`src/rtl/mod3_seq_ctrl.sv`:
```
// mod3_seq_ctrl: sequencer for a serial divisible-by-3 detector.
// Loads a word on start, clears the detector, feeds it MSB-first one bit per
// tick, then captures the detector verdict and cross-checks it against a
// shadow remainder kept here. A tick enable replaces the old derived slow clock.
`timescale 1ns/1ps

module mod3_seq_ctrl #(
  parameter int WIDTH    = 8,
  parameter int TICK_DIV = 4
) (
  input  logic             clk,
  input  logic             reset,
  input  logic             start,
  input  logic             abort,
  input  logic [WIDTH-1:0] din,
  output logic             det_clr,
  output logic             det_step,
  output logic             det_bit,
  input  logic             det_div3,
  output logic             busy,
  output logic             done,
  output logic             div3,
  output logic             err
);

  localparam int CNT_W = (TICK_DIV > 1) ? $clog2(TICK_DIV) : 1;
  localparam int BIT_W = $clog2(WIDTH + 1);
  localparam logic [CNT_W-1:0] TICK_LAST = CNT_W'(TICK_DIV - 1);
  localparam logic [BIT_W-1:0] BIT_FULL  = BIT_W'(WIDTH);
  localparam logic [BIT_W-1:0] BIT_ONE   = BIT_W'(1);

  typedef enum logic [2:0] {
    S_IDLE  = 3'd0,
    S_CLEAR = 3'd1,
    S_SHIFT = 3'd2,
    S_CHECK = 3'd3,
    S_DONE  = 3'd4
  } state_e;

  state_e           state_q,    state_d;
  logic [CNT_W-1:0] tick_cnt_q, tick_cnt_d;
  logic [WIDTH-1:0] shreg_q,    shreg_d;
  logic [BIT_W-1:0] bit_cnt_q,  bit_cnt_d;
  logic [1:0]       rem_q,      rem_d;
  logic             div3_q,     div3_d;
  logic             err_q,      err_d;
  logic             tick;

  // Shadow remainder update: (2*r + b) mod 3 for r in {0,1,2}.
  function automatic logic [1:0] rem_next(input logic [1:0] r, input logic b);
    logic [1:0] n;
    unique case ({r, b})
      3'b00_0: n = 2'd0;
      3'b00_1: n = 2'd1;
      3'b01_0: n = 2'd2;
      3'b01_1: n = 2'd0;
      3'b10_0: n = 2'd1;
      3'b10_1: n = 2'd2;
      default: n = 2'd0;
    endcase
    return n;
  endfunction

  assign tick = (tick_cnt_q == TICK_LAST);

  // Next-state, datapath updates and strobes for the sequencer.
  always_comb begin
    // NOTE: every signal assigned here gets a default first, so no path can
    // leave one unassigned and infer a latch.
    state_d    = state_q;
    tick_cnt_d = tick ? '0 : tick_cnt_q + CNT_W'(1);
    shreg_d    = shreg_q;
    bit_cnt_d  = bit_cnt_q;
    rem_d      = rem_q;
    div3_d     = div3_q;
    err_d      = err_q;
    det_clr    = 1'b0;
    det_step   = 1'b0;
    det_bit    = 1'b0;
    busy       = 1'b0;
    done       = 1'b0;

    unique case (state_q)
      S_IDLE: begin
        // abort wins over start when both are high.
        if (start && !abort) begin
          state_d    = S_CLEAR;
          shreg_d    = din;
          bit_cnt_d  = BIT_FULL;
          tick_cnt_d = '0;
          rem_d      = 2'd0;
          div3_d     = 1'b0;
          err_d      = 1'b0;
        end
      end
      S_CLEAR: begin
        busy    = 1'b1;
        det_clr = 1'b1;
        state_d = abort ? S_IDLE : S_SHIFT;
      end
      S_SHIFT: begin
        busy = 1'b1;
        if (abort) begin
          state_d = S_IDLE;
        end else if (tick) begin
          det_step  = 1'b1;
          det_bit   = shreg_q[WIDTH-1];
          shreg_d   = shreg_q << 1;
          rem_d     = rem_next(rem_q, shreg_q[WIDTH-1]);
          bit_cnt_d = bit_cnt_q - BIT_ONE;
          if (bit_cnt_q == BIT_ONE) state_d = S_CHECK;
        end
      end
      S_CHECK: begin
        busy = 1'b1;
        if (abort) begin
          state_d = S_IDLE;
        end else begin
          // Detector output is registered, so it already includes the last bit.
          div3_d  = det_div3;
          err_d   = (det_div3 != (rem_q == 2'd0));
          state_d = S_DONE;
        end
      end
      S_DONE: begin
        done    = !abort;
        state_d = S_IDLE;
      end
      default: state_d = S_IDLE;
    endcase
  end

  // State and datapath registers; asynchronous active-low clear.
  always_ff @(posedge clk or negedge reset) begin
    if (!reset) begin
      state_q    <= S_IDLE;
      tick_cnt_q <= '0;
      shreg_q    <= '0;
      bit_cnt_q  <= '0;
      rem_q      <= 2'd0;
      div3_q     <= 1'b0;
      err_q      <= 1'b0;
    end else begin
      // NOTE: non-blocking assignments so every flop samples pre-edge values.
      state_q    <= state_d;
      tick_cnt_q <= tick_cnt_d;
      shreg_q    <= shreg_d;
      bit_cnt_q  <= bit_cnt_d;
      rem_q      <= rem_d;
      div3_q     <= div3_d;
      err_q      <= err_d;
    end
  end

  assign div3 = div3_q;
  assign err  = err_q;

endmodule
```
`config.mk`:
```
export PLATFORM = sky130hd
export DESIGN_NAME = mod3_seq_ctrl
export DESIGN_NICKNAME = d
export VERILOG_FILES = /design/src/rtl/mod3_seq_ctrl.sv
export SDC_FILE = /design/constraint.sdc
export NUM_CORES = 1
export LEC_CHECK = 0
export ABC_AREA = 1
export CAP_MARGIN = 0
export CORE_AREA = 2 2 69 65
export CTS_CLUSTER_SIZE = 14
export DETAILED_ROUTE_END_ITERATION = 10
export DIE_AREA = 0 0 71 67
export GPL_TIMING_DRIVEN = 0
export PLACE_DENSITY_LB_ADDON = 0.2
export SKIP_CTS_REPAIR_TIMING = 1
export SYNTH_ARGS = -nofsm -noshare
export SYNTH_HDL_FRONTEND = slang
export SYNTH_SLANG_ARGS = --single-unit
```
`constraint.sdc`:
```
create_clock -name clk -period 1.26 [get_ports clk]
set_input_delay 0.315 -clock clk [delete_from_list [all_inputs] [get_ports clk]]
set_output_delay 0.315 -clock clk [all_outputs]
set_load 0.01 [all_outputs]
```
## After elaboration in Yosys (flattened, before gate mapping)

Index checks and enable logic that the tools add are counted.

| storage, ports and cells | value |
|---|---|
| bits in registers | 21 |
| input port bits | 13 |
| output and inout port bits | 7 |

| cells by class | value |
|---|---|
| $add $sub $neg | 2 |
| equality and inequality tests | 17 |
| mux-type cells | 37 |
| reductions and logical operators | 12 |

Operators with widths:

| kind | number |
|---|---|
| $mux W8 | 3 |
| $pmux W8 S2 | 1 |
| $mux W3 | 5 |
| $mux W2 | 7 |
| $mux W1 | 12 |
| $mux W4 | 3 |
| $pmux W3 S4 | 1 |
| $eq A3 B2 Y1 const B | 3 |
| $eq A3 B3 Y1 const B | 3 |
| $ne A2 B2 Y1 const B | 4 |
| $pmux W2 S2 | 2 |
| $pmux W4 S2 | 1 |
| $eq A3 B1 Y1 const B | 2 |
| $ne A3 B3 Y1 const B | 2 |
| $reduce_and A3 Y1 | 2 |
| $eq A4 B1 Y1 const B | 1 |
| $pmux W1 S2 | 2 |
| $reduce_and A4 Y1 | 1 |
| $reduce_bool A2 Y1 | 2 |
| $reduce_or A2 Y1 | 2 |
| $sub A4 B1 Y4 const B | 1 |
| $logic_not A3 Y1 | 1 |
| $reduce_or A3 Y1 | 1 |
| $add A2 B1 Y2 const B | 1 |
| 5 further kinds | 5 |

## Logic depth before layout (Yosys ltp)

Gate-level depths: netlist of the first run.

| logic depth | value |
|---|---|
| depth in word-level cells | 6 |
| depth in mapped cells | 9 |
| depth with buffers taken out | 8 |

## Worst setup path before layout of the first run

OpenSTA, ideal clock, no wires.

| path | value |
|---|---|
| path kind | register to output |
| from | reg state_q[0] |
| to | out det_step |
| arrival time | 988 ps |
| setup slack | -43 ps |
| stages on the path, launching flop included | 6 |
| path buffers | 0 |
| cell sequence | dfrtp_1 -> inv_1 -> nand3_2 -> nor2_2 -> inv_2 -> nor2_2 |

| between the ends | value |
|---|---|
| cells in the longest elaborated chain, start to end | 2 |

RTL lines:

| what | RTL line | RTL |
|---|---|---|
| start, declared | 40 | `state_e state_q, state_d;` |
| start signal, assigned | 145 | `state_q <= state_d;` |
| $eq A3 B2 Y1 | 83 | `unique case (state_q)` |
| $mux W1 | 83 |  |
| end, declared | 17 | `output logic det_step,` |

Every way passes these cells.

## Final worst setup path of the first run

| path | value |
|---|---|
| from | reg state_q[2] |
| to | out det_step |

The elaborated chain is that of the path after synthesis.

==> results of run 1 <==
==> worst reg2reg max path: stages (launching register included) <==
cell and delay (ns):
dfrtp_1 0.42, inv_2 0.13, buf_4 0.13, buf_6 0.10, nand4_1 0.09, nand2_2 0.12
inv_2 0.05, nand2_4 0.10, clkbuf_16 0.15, nand2_1 0.04, nand2_1 0.05
==> path summary, 6_finish.rpt <==
| check | start | to | slack [ns] | depth (start not counted) |
|---|---|---|---|---|
| worst max-delay path | state_q[2] | det_step | -0.46 | 7 |
| worst min-delay path | reset | state_q[1] | 0.22 | 1 |
| max in group asynchronous | reset | state_q[0] | 0.36 | 1 |
| worst max register to register | state_q[2] | shreg_q[2] | -0.18 | 10 |
| min in group clk | tick_cnt_q[0] | tick_cnt_q[0] | 0.45 | 1 |
| worst min register to register | tick_cnt_q[0] | tick_cnt_q[0] | 0.45 | 1 |
==> sequential cells by signal, indices dropped and copies added (netlist names) <==
signal and flops:
tick_cnt_q 2, bit_cnt_q 4, div3 1, err 1, shreg_q 8, state_q 3
rem_q 2
==> cells in the final DEF (no fill, tap or decap), types with 6 or more instances in the layout <==
master,Yosys,layout
nor2_1,7,6
nand2_1,79,76
dfrtp_1,21,19
buf_6,1,8
buf_4,1,12
inv_1,15,13
clkdlybuf4s50_1,0,10
==> routing by layer <==
layer	part of all wire, %	GRT usage [%]	up-vias
met1	46	15.4	532
met3	3.6	3.78	2
met4	0.55	2.83	0
met5	0	0	-
met2	49	19.0	13
li1	-	-	575
==> metrics by stage <==
stage | TNS (ns) | setup slack (ns) | utilization, % | cell area, µm²
after floorplan | 0 | 0.00327 | - | 1190
after global placement | -16.36 | -0.807 | 36.1 | 1440
after detailed placement | -16.86 | -0.797 | 36.1 | 1440
after CTS | -8.03 | -0.910 | 37.2 | 1490
after global routing | -5.73 | -0.558 | 43.1 | 1720
final | -3.98 | -0.463 | 43.1 | 1720
==> logic make-up after synthesis <==
logic type	synth area share (%)
buffers and inverters	8.10
adder cells (fa/ha/maj)	3.20
AND/OR/NAND/NOR	38.9
flip-flops	44.8
XOR/XNOR	1.49
AO/OA/AOI/OAI	3.52
==> area by class of cell <==
cell class	instances	area share, %
flip-flops and latches	21	30.7
repair buffers	37	21.3
plain buffers	3	1.82
clock buffers	3	2.40
multi-input cells	119	35.7
inverters	19	4.29
clock inverters	1	0.291
well taps	48	3.49
==> cell usage after synthesis (all sizes together) <==
cell type   n  area share [%]
xor2        1            0.75
ha          3             3.2
nand4       2             1.1
nand2      81              27
nor4        1            0.53
a21oi       1            0.43
and3        1            0.53
nor2       11             4.4
xnor2       1            0.75
and2        1            0.53
dfrtp      21              45
buf         3             2.0
nor3        3             1.3
o211ai      1            0.64
o21ai       5             2.5
inv        19             6.1
nand3       7             3.8
==> where the power goes <==
group / total [W] / internal [W] / switching (W)
sequential: 0.00117 / 0.000957 / 0.000217
combinational: 0.00222 / 0.00105 / 0.00117
clock: 0.000444 / 0.000220 / 0.000224
==> reports/metrics.yaml, run 1 <==
fmax_ghz: 0.581
rsz0062_at_grt: "yes"
dp.cells: 229
syn_area_per_cell_um2: 7.24
cts_root_buffer: "clkbuf_8"
crit_type: "reg2out"
dp_hpwl_mm: 1.85
io_buffers: 19
synth_nets: 178
path_cells: "inv_2 -> nand3_4 -> nor2_4 -> buf_6 -> inv_4 -> nor2_4 -> buf_6"
antenna_found_initial: 0
die_w_um: 71
dr.pass1.iters: 4
cts.sinks: 21
ant_nets: 0
min_path_type: "in2async"
nets: 220
slowest_stage: "dfrtp_1"
seq_area_um2: 528
max-clock-path-buffers: 2
vdd_drop_max_v: 0.000789
failed_checks: "setup timing"
slowest_delay_ns: 0.42
area_growth_syn_to_layout_pct: 46.5
grt_overflow: 0
fill_cells: 396
ys_warn_count: 0
dr.first_iter.drc_count: 56
finalCriticalPeriod_ns: 1.72
drive_above_1_share_pct: 26.1
grt_usage_pct: 11.8
synthesis.area_um2: 1170
wl_per_cell_um: 11.5
multi_input_area_um2: 613
ys_ff_latch: 21
final-hold-violation-count: 0
core_area_um2: 3990
synth.distinct_cells: 25
die_area_um2: 4760
cap_violations: 0
cp.arrival_ns: 1.41
finalSetupViolCount: 21
powerDensity_nw_per_um2: 2230
timing.final.crit_share_pct: 137
start_util_pct: 29.4
clkTransAtPathRegs_ns: 0.08
clock_latency_ns: 0.26
numCtsBuffers: 3
holdWs_ns: 0.216
cts_htree_levels: 1
viasPerCell: 4.47
synthCells: 162
remaining_drc_errors: 0
grt_pass1_vias: 903
required_ns: 0.94
worst_slew_margin_rel_pct: 32.0
gp_congestion: 0.780
clock-skew-final_ns: 0.00478
power_w: 0.00384
worstPathMaxFanout: 4
grt_pass1_wl_mm: 4.31
ys_seq_area_share_pct: 44.8
io_pins: 20
rows: 22
setup.worst_path.end_class: "primary output"
grt_max_degree: 22
max_slew.worst_pin.slew_ns: 1.02
wirelength_mm: 2.89
crit_family: "flip-flops"
crit_buf_inv: 4
finalWorstSetupSlack_ns: -0.463
antenna_cells: 0
cts_tree: "built"
instances_no_fill: 251
die_y_um: 67
status: "finished, violations left"
leakage_nw: 0.945
drv_slew: 0
start_kind: "flop"
vias: 1122
Note: power is estimated with default switching activity, not from simulation.
==> inputs of run 2 (changes only) <==
REMOVE_ABC_BUFFERS = 1   (was default)
==> reports/metrics.yaml, run 2 (synthesis gave the netlist of run 1 again) <==
regMostFlops: "shreg_q"
final-hold-violation-count: 0  # unchanged
vias: 1093  # -2.6%
cts_root_buffer: "clkbuf_8"
leakage_nw: 0.896  # -5.2%
max-clock-path-buffers: 2  # unchanged
vdd_drop_max_v: 0.000680  # -14%
max_slew.worst_pin.slew_ns: 0.993  # -0.0250 ns
final_cell_mix: "nand2_1 (68), dfrtp_1 (18), inv_1 (12), nand2_2 (12), buf_4 (12)"
remaining_drc_errors: 0  # unchanged
cp-endpoint: "det_step"
cts_htree_levels: 1  # unchanged
post-route-util_pct: 41.5  # -1.5 points
die_y_um: 67  # unchanged
worstPathMaxFanout: 4  # unchanged
core_area_um2: 3990  # unchanged
grt_pass1_vias: 954  # +5.6%
reg2reg_depth: 8  # -2
wirelength_mm: 2.83  # -2.0%
cts.sinks: 21  # unchanged
grt_usage_pct: 11.5  # -0.33 points
fmax_ghz: 0.597  # +2.9%
antenna_cells: 0  # unchanged
io_pins: 20  # unchanged
power_w: 0.00364  # -5.2%
die_area_um2: 4760  # unchanged
placed_area_um2: 1400  # -2.7%
drv_slew: 0  # unchanged
drive_above_1_share_pct: 27.6  # +1.4 points
worst_slew_margin_rel_pct: 33.7  # +1.7 points
cap_violations: 0  # unchanged
instances_no_fill: 244  # -2.8%
setup.worst_path.end_class: "primary output"
clkTransAtPathRegs_ns: 0.08  # about the same
fin_area_um2: 1660  # -3.6%
rsz0062_at_grt: "yes"
numCtsBuffers: 3  # unchanged
pwr-share-clk_pct: 12.7  # +1.1 points
fill_cells: 406  # +2.5%
required_ns: 0.94  # about the same
ff2ff_setup_slack_ns: -0.21  # -0.03 ns
dr.pass1.iters: 4  # unchanged
grt_overflow: 0  # unchanged
combPwrFrac_pct: 54.5  # -3.3 points
largest_reg_flops: 8  # unchanged
ant_nets: 0  # unchanged
p_seq_share_pct: 32.9  # +2.3 points
failed_checks: "setup timing"
powerDensity_nw_per_um2: 2200  # -1.7%
finalSetupViolCount: 19  # -9.5%
area_growth_syn_to_layout_pct: 41.3
switching_power_w: 0.00165  # +2.8%
dr.first_iter.drc_count: 35  # -38%
reg2reg_to: "shreg_q[1]"
clock_latency_ns: 0.27  # about the same
cts_tree: "built"
wl_per_cell_um: 11.6  # +0.77%
finalWorstSetupSlack_ns: -0.414  # +0.0484 ns
finalCriticalPeriod_ns: 1.67  # -0.0484 ns
die_w_um: 71  # unchanged
clock-skew-final_ns: 0.00534  # +0.000563 ns
startpoint: "state_q[0]"
dp_hpwl_mm: 1.71  # -7.9%
dp.cells: 226  # -1.3%
nets: 213  # -3.2%
rows: 22  # unchanged
start_util_pct: 29.4  # unchanged
grt_max_degree: 22  # unchanged
internal_power_w: 0.00199  # -11%
status: "finished, violations left"
cp.arrival_ns: 1.36  # -0.05 ns
gp_congestion: 0.793  # +1.7%
place_worst_setup_slack_ns: -0.924  # -0.127 ns
grt_pass1_wl_mm: 4.34  # +0.81%
timing.final.crit_share_pct: 133  # -3.8 points
io_buffers: 19  # unchanged
antenna_found_initial: 0  # unchanged
crit_type: "reg2out"
reg_top3: "shreg_q: 8 flops, bit_cnt_q: 4 flops, state_q: 3 flops"
start_kind: "flop"
p_sw_share_pct: 45.4  # +3.5 points
min_path_type: "in2async"
layout.cells.most_common: "nand2_1"
viasPerCell: 4.48  # +0.21%
r2r-start: "state_q[0]"
==> run 2: cell types whose count changed in the layout (fill, tap and decap cells not counted), moves of 2 or more <==
cell / change
nand2_2: +9
buf_6: -7
clkbuf_2: +2
buf_2: -2
nand2_1: -8
==> run 2: power groups by stage <==
stage	clock network, W	logic, W	registers (W)
after floorplan	0	0.00108	0.00112
after global placement	0	0.00147	0.00114
after detailed placement	0	0.00151	0.00115
after CTS	0.000473	0.00151	0.00113
after global routing	0.000509	0.00222	0.00123
final	0.000461	0.00198	0.00120
==> run 2: area by class of cell <==
| class | instances | area [µm²] | share of cell area [%] |
|---|---|---|---|
| sequential | 21 | 529 | 31.9 |
| multi-input combinational | 120 | 641 | 38.6 |
| tap | 48 | 60.1 | 3.62 |
| timing repair buffer | 32 | 299 | 18.0 |
| inverter | 19 | 82.6 | 4.98 |
| clock buffer | 3 | 41.3 | 2.49 |
| clock inverter | 1 | 5.00 | 0.302 |
==> run 2: critical path, cell delays in order, from the launching register on <==
cell and delay (ns):
dfrtp_2 0.45, inv_4 0.09, nand3_4 0.08, nor2_4 0.15, inv_2 0.06, nor2_4 0.14
buf_6 0.12
==> run 2: worst min-delay path by stage <==
| stage | slack, ns | cells after the start | endpoint |
|---|---|---|---|
| final | 0.20 | 1 | state_q[2] |
| after floorplan | 0.02 | 0 | bit_cnt_q[0] |
| after detailed placement | 0.43 | 1 | tick_cnt_q[0] |
| after global placement | 0.42 | 1 | tick_cnt_q[0] |
| after global routing | 0.30 | 1 | shreg_q[2] |
| after CTS | 0.44 | 1 | tick_cnt_q[0] |
==> run 2: through the flow <==
step / hold slack (ns) / TNS (ns)
2_1_floorplan: 0.0194 / -0.515
3_3_place_gp: 0.423 / -17.06
3_5_place_dp: 0.429 / -17.47
4_1_cts: 0.441 / -9.17
5_1_grt: 0.296 / -5.38
6_report: 0.203 / -4.23
==> run 2: metal layers <==
layer | wire, µm | track usage, %
met1 | 1340 | 14.8
met2 | 1280 | 18.6
met3 | 154 | 3.33
met4 | 54 | 3.54
met5 | 0 | 0
==> inputs of run 3 (changes only) <==
CORE_AREA = 2 2 57 54   (was 2 2 69 65)
DIE_AREA = 0 0 59 56   (was 0 0 71 67)
PLACE_DENSITY = 0.66   (was default)
PLACE_DENSITY_LB_ADDON = default   (was 0.2)
==> reports/metrics.yaml, run 3 (synthesis gave the netlist of run 1 again) <==
critPathMostFrequentCell: "nor2_4"
p_seq_share_pct: 34.9  # +2.0 points
pwr-share-clk_pct: 9.7  # -3.0 points
leakage_nw: 0.850  # -5.1%
timing.final.crit_share_pct: 138  # +4.8 points
viasPerCell: 4.80  # +7.1%
required_ns: 0.94  # about the same
regMostFlops: "shreg_q"
largest_reg_flops: 8  # unchanged
dp_hpwl_mm: 1.67  # -2.0%
nets: 209  # -1.9%
slowest_delay_ns: 0.46  # about the same
vdd_drop_max_v: 0.000728  # +7.1%
start_kind: "flop"
core_area_um2: 2660  # -33%
numCtsBuffers: 3  # unchanged
cts.sinks: 21  # unchanged
reg_top3: "shreg_q: 8 flops, bit_cnt_q: 4 flops, state_q: 3 flops"
antenna_cells: 0  # unchanged
cts_tree: "built"
clock_latency_ns: 0.30  # +0.03 ns
status: "finished, violations left"
finalSetupViolCount: 21  # +2
wl_per_cell_um: 11.6  # -0.31%
grt_overflow: 0  # unchanged
crit_type: "reg2out"
place_worst_setup_slack_ns: -0.920  # +0.00400 ns
fmax_ghz: 0.577  # -3.5%
area_growth_syn_to_layout_pct: 32.4
dr.first_iter.drc_count: 26  # -26%
finalCriticalPeriod_ns: 1.73  # +0.0603 ns
r2r-start: "state_q[2]"
rsz0062_at_grt: "yes"
fin_area_um2: 1550  # -6.3%
die_y_um: 56  # -16%
cts_htree_levels: 1  # unchanged
failed_checks: "setup timing"
grt_max_degree: 22  # unchanged
io_pins: 20  # unchanged
cap_violations: 0  # unchanged
grt_pass1_wl_mm: 3.93  # -9.4%
min_path_type: "in2async"
startpoint: "state_q[2]"
drive_above_1_share_pct: 20.8  # -6.7 points
drv_slew: 0  # unchanged
final_cell_mix: "nand2_1 (79), dfrtp_1 (18), inv_1 (13)"
crit_family: "flip-flops"
ant_nets: 0  # unchanged
placed_area_um2: 1380  # -1.6%
cp.arrival_ns: 1.42  # +0.06 ns
setup.worst_path.end_class: "primary output"
final-hold-violation-count: 0  # unchanged
grt_pass1_vias: 959  # +0.52%
die_area_um2: 3300  # -31%
crit_buf_inv: 3  # unchanged
holdWs_ns: 0.150  # -0.0529 ns
start_util_pct: 44.2  # +15 points
wirelength_mm: 2.57  # -9.3%
rows: 18  # -18%
finalWorstSetupSlack_ns: -0.474  # -0.0603 ns
powerDensity_nw_per_um2: 2140  # -2.4%
clock-skew-final_ns: 0.00662  # +0.00128 ns
dr.pass1.iters: 4  # unchanged
gp_congestion: 0.791  # -0.28%
worst_slew_margin_rel_pct: 35.0  # +1.3 points
antenna_found_initial: 0  # unchanged
die_w_um: 59  # -17%
p_sw_share_pct: 45.0  # -0.40 points
io_buffers: 19  # unchanged
slowest_stage: "dfrtp_2"
switching_power_w: 0.00150  # -9.4%
internal_power_w: 0.00183  # -7.9%
worstPathMaxFanout: 6  # +2
max-clock-path-buffers: 2  # unchanged
clkTransAtPathRegs_ns: 0.12  # +0.04 ns
remaining_drc_errors: 0  # unchanged
path_cells: "clkinv_4 -> nand3_4 -> nor2_4 -> inv_2 -> nor2_4 -> buf_6"
layout.cells.most_common: "nand2_1"
combPwrFrac_pct: 55.4  # +0.9 points
max_slew.worst_pin.slew_ns: 0.973  # -0.0200 ns
grt_usage_pct: 15.2  # +3.7 points
vias: 1065  # -2.6%
cts_root_buffer: "clkbuf_4"
[run 3: cell count changes in the layout (fill, tap and decap cells not counted), sizes merged]
| cell | delta |
|---|---|
| buf | -3 |
| dlymetal6s2s | -1 |
[run 3: worst reg2reg max path: cells and delay by family, from the launching register on]
| kind | cells | cell delay, ns |
|---|---|---|
| flops | 1 | 0.46 |
| buf+inv | 2 | 0.28 |
| simple gates | 4 | 0.33 |
| compound gates | 1 | 0.20 |
[run 3: routing by layer]
metal	global-route usage (%)	vias up	part of all wire, %
met5	0	-	0
li1	-	555	-
met2	27.5	23	49
met4	4.22	0	0
met1	18.0	487	45
met3	2.56	0	5.4
[run 3: final timing paths]
| kind | to | slack, ns | depth (start not counted) |
|---|---|---|---|
| max in group asynchronous | state_q[1] | 0.46 | 1 |
| setup reg to reg | bit_cnt_q[0] | -0.11 | 7 |
| hold reg to reg | tick_cnt_q[0] | 0.45 | 1 |
| setup / recovery | det_step | -0.47 | 6 |
| min in group clk | tick_cnt_q[0] | 0.45 | 1 |
| hold / removal | div3 | 0.15 | 1 |
[run 3: power groups by stage]
stage | clock network [W] | registers (W) | logic [W]
after detailed placement | 0 | 0.00115 | 0.00150
after CTS | 0.000339 | 0.00114 | 0.00151
final | 0.000323 | 0.00116 | 0.00185
after global placement | 0 | 0.00114 | 0.00145
after global routing | 0.000371 | 0.00120 | 0.00209
after floorplan | 0 | 0.00112 | 0.00108
[run 3: through the flow]
| stage | TNS, ns | util, % | total power [W] | instances |
|---|---|---|---|---|
| after floorplan | -0.515 | - | 0.00219 | 159 |
| after global placement | -15.85 | 51.8 | 0.00259 | 208 |
| after detailed placement | -16.85 | 51.8 | 0.00265 | 208 |
| after CTS | -8.77 | 52.9 | 0.00298 | 212 |
| after global routing | -5.63 | 58.5 | 0.00365 | 222 |
| final | -3.61 | 58.5 | 0.00333 | 222 |
[run 3: area by class of cell]
cell class                 instances  area (µm²)
clock buffer                       3        22.5
clock inverter                     1        5.00
fill                             262        1100
inverter                          19        82.6
multi-input combinational        120         609
sequential                        21         529
tap                               30        37.5
timing repair buffer              28         268
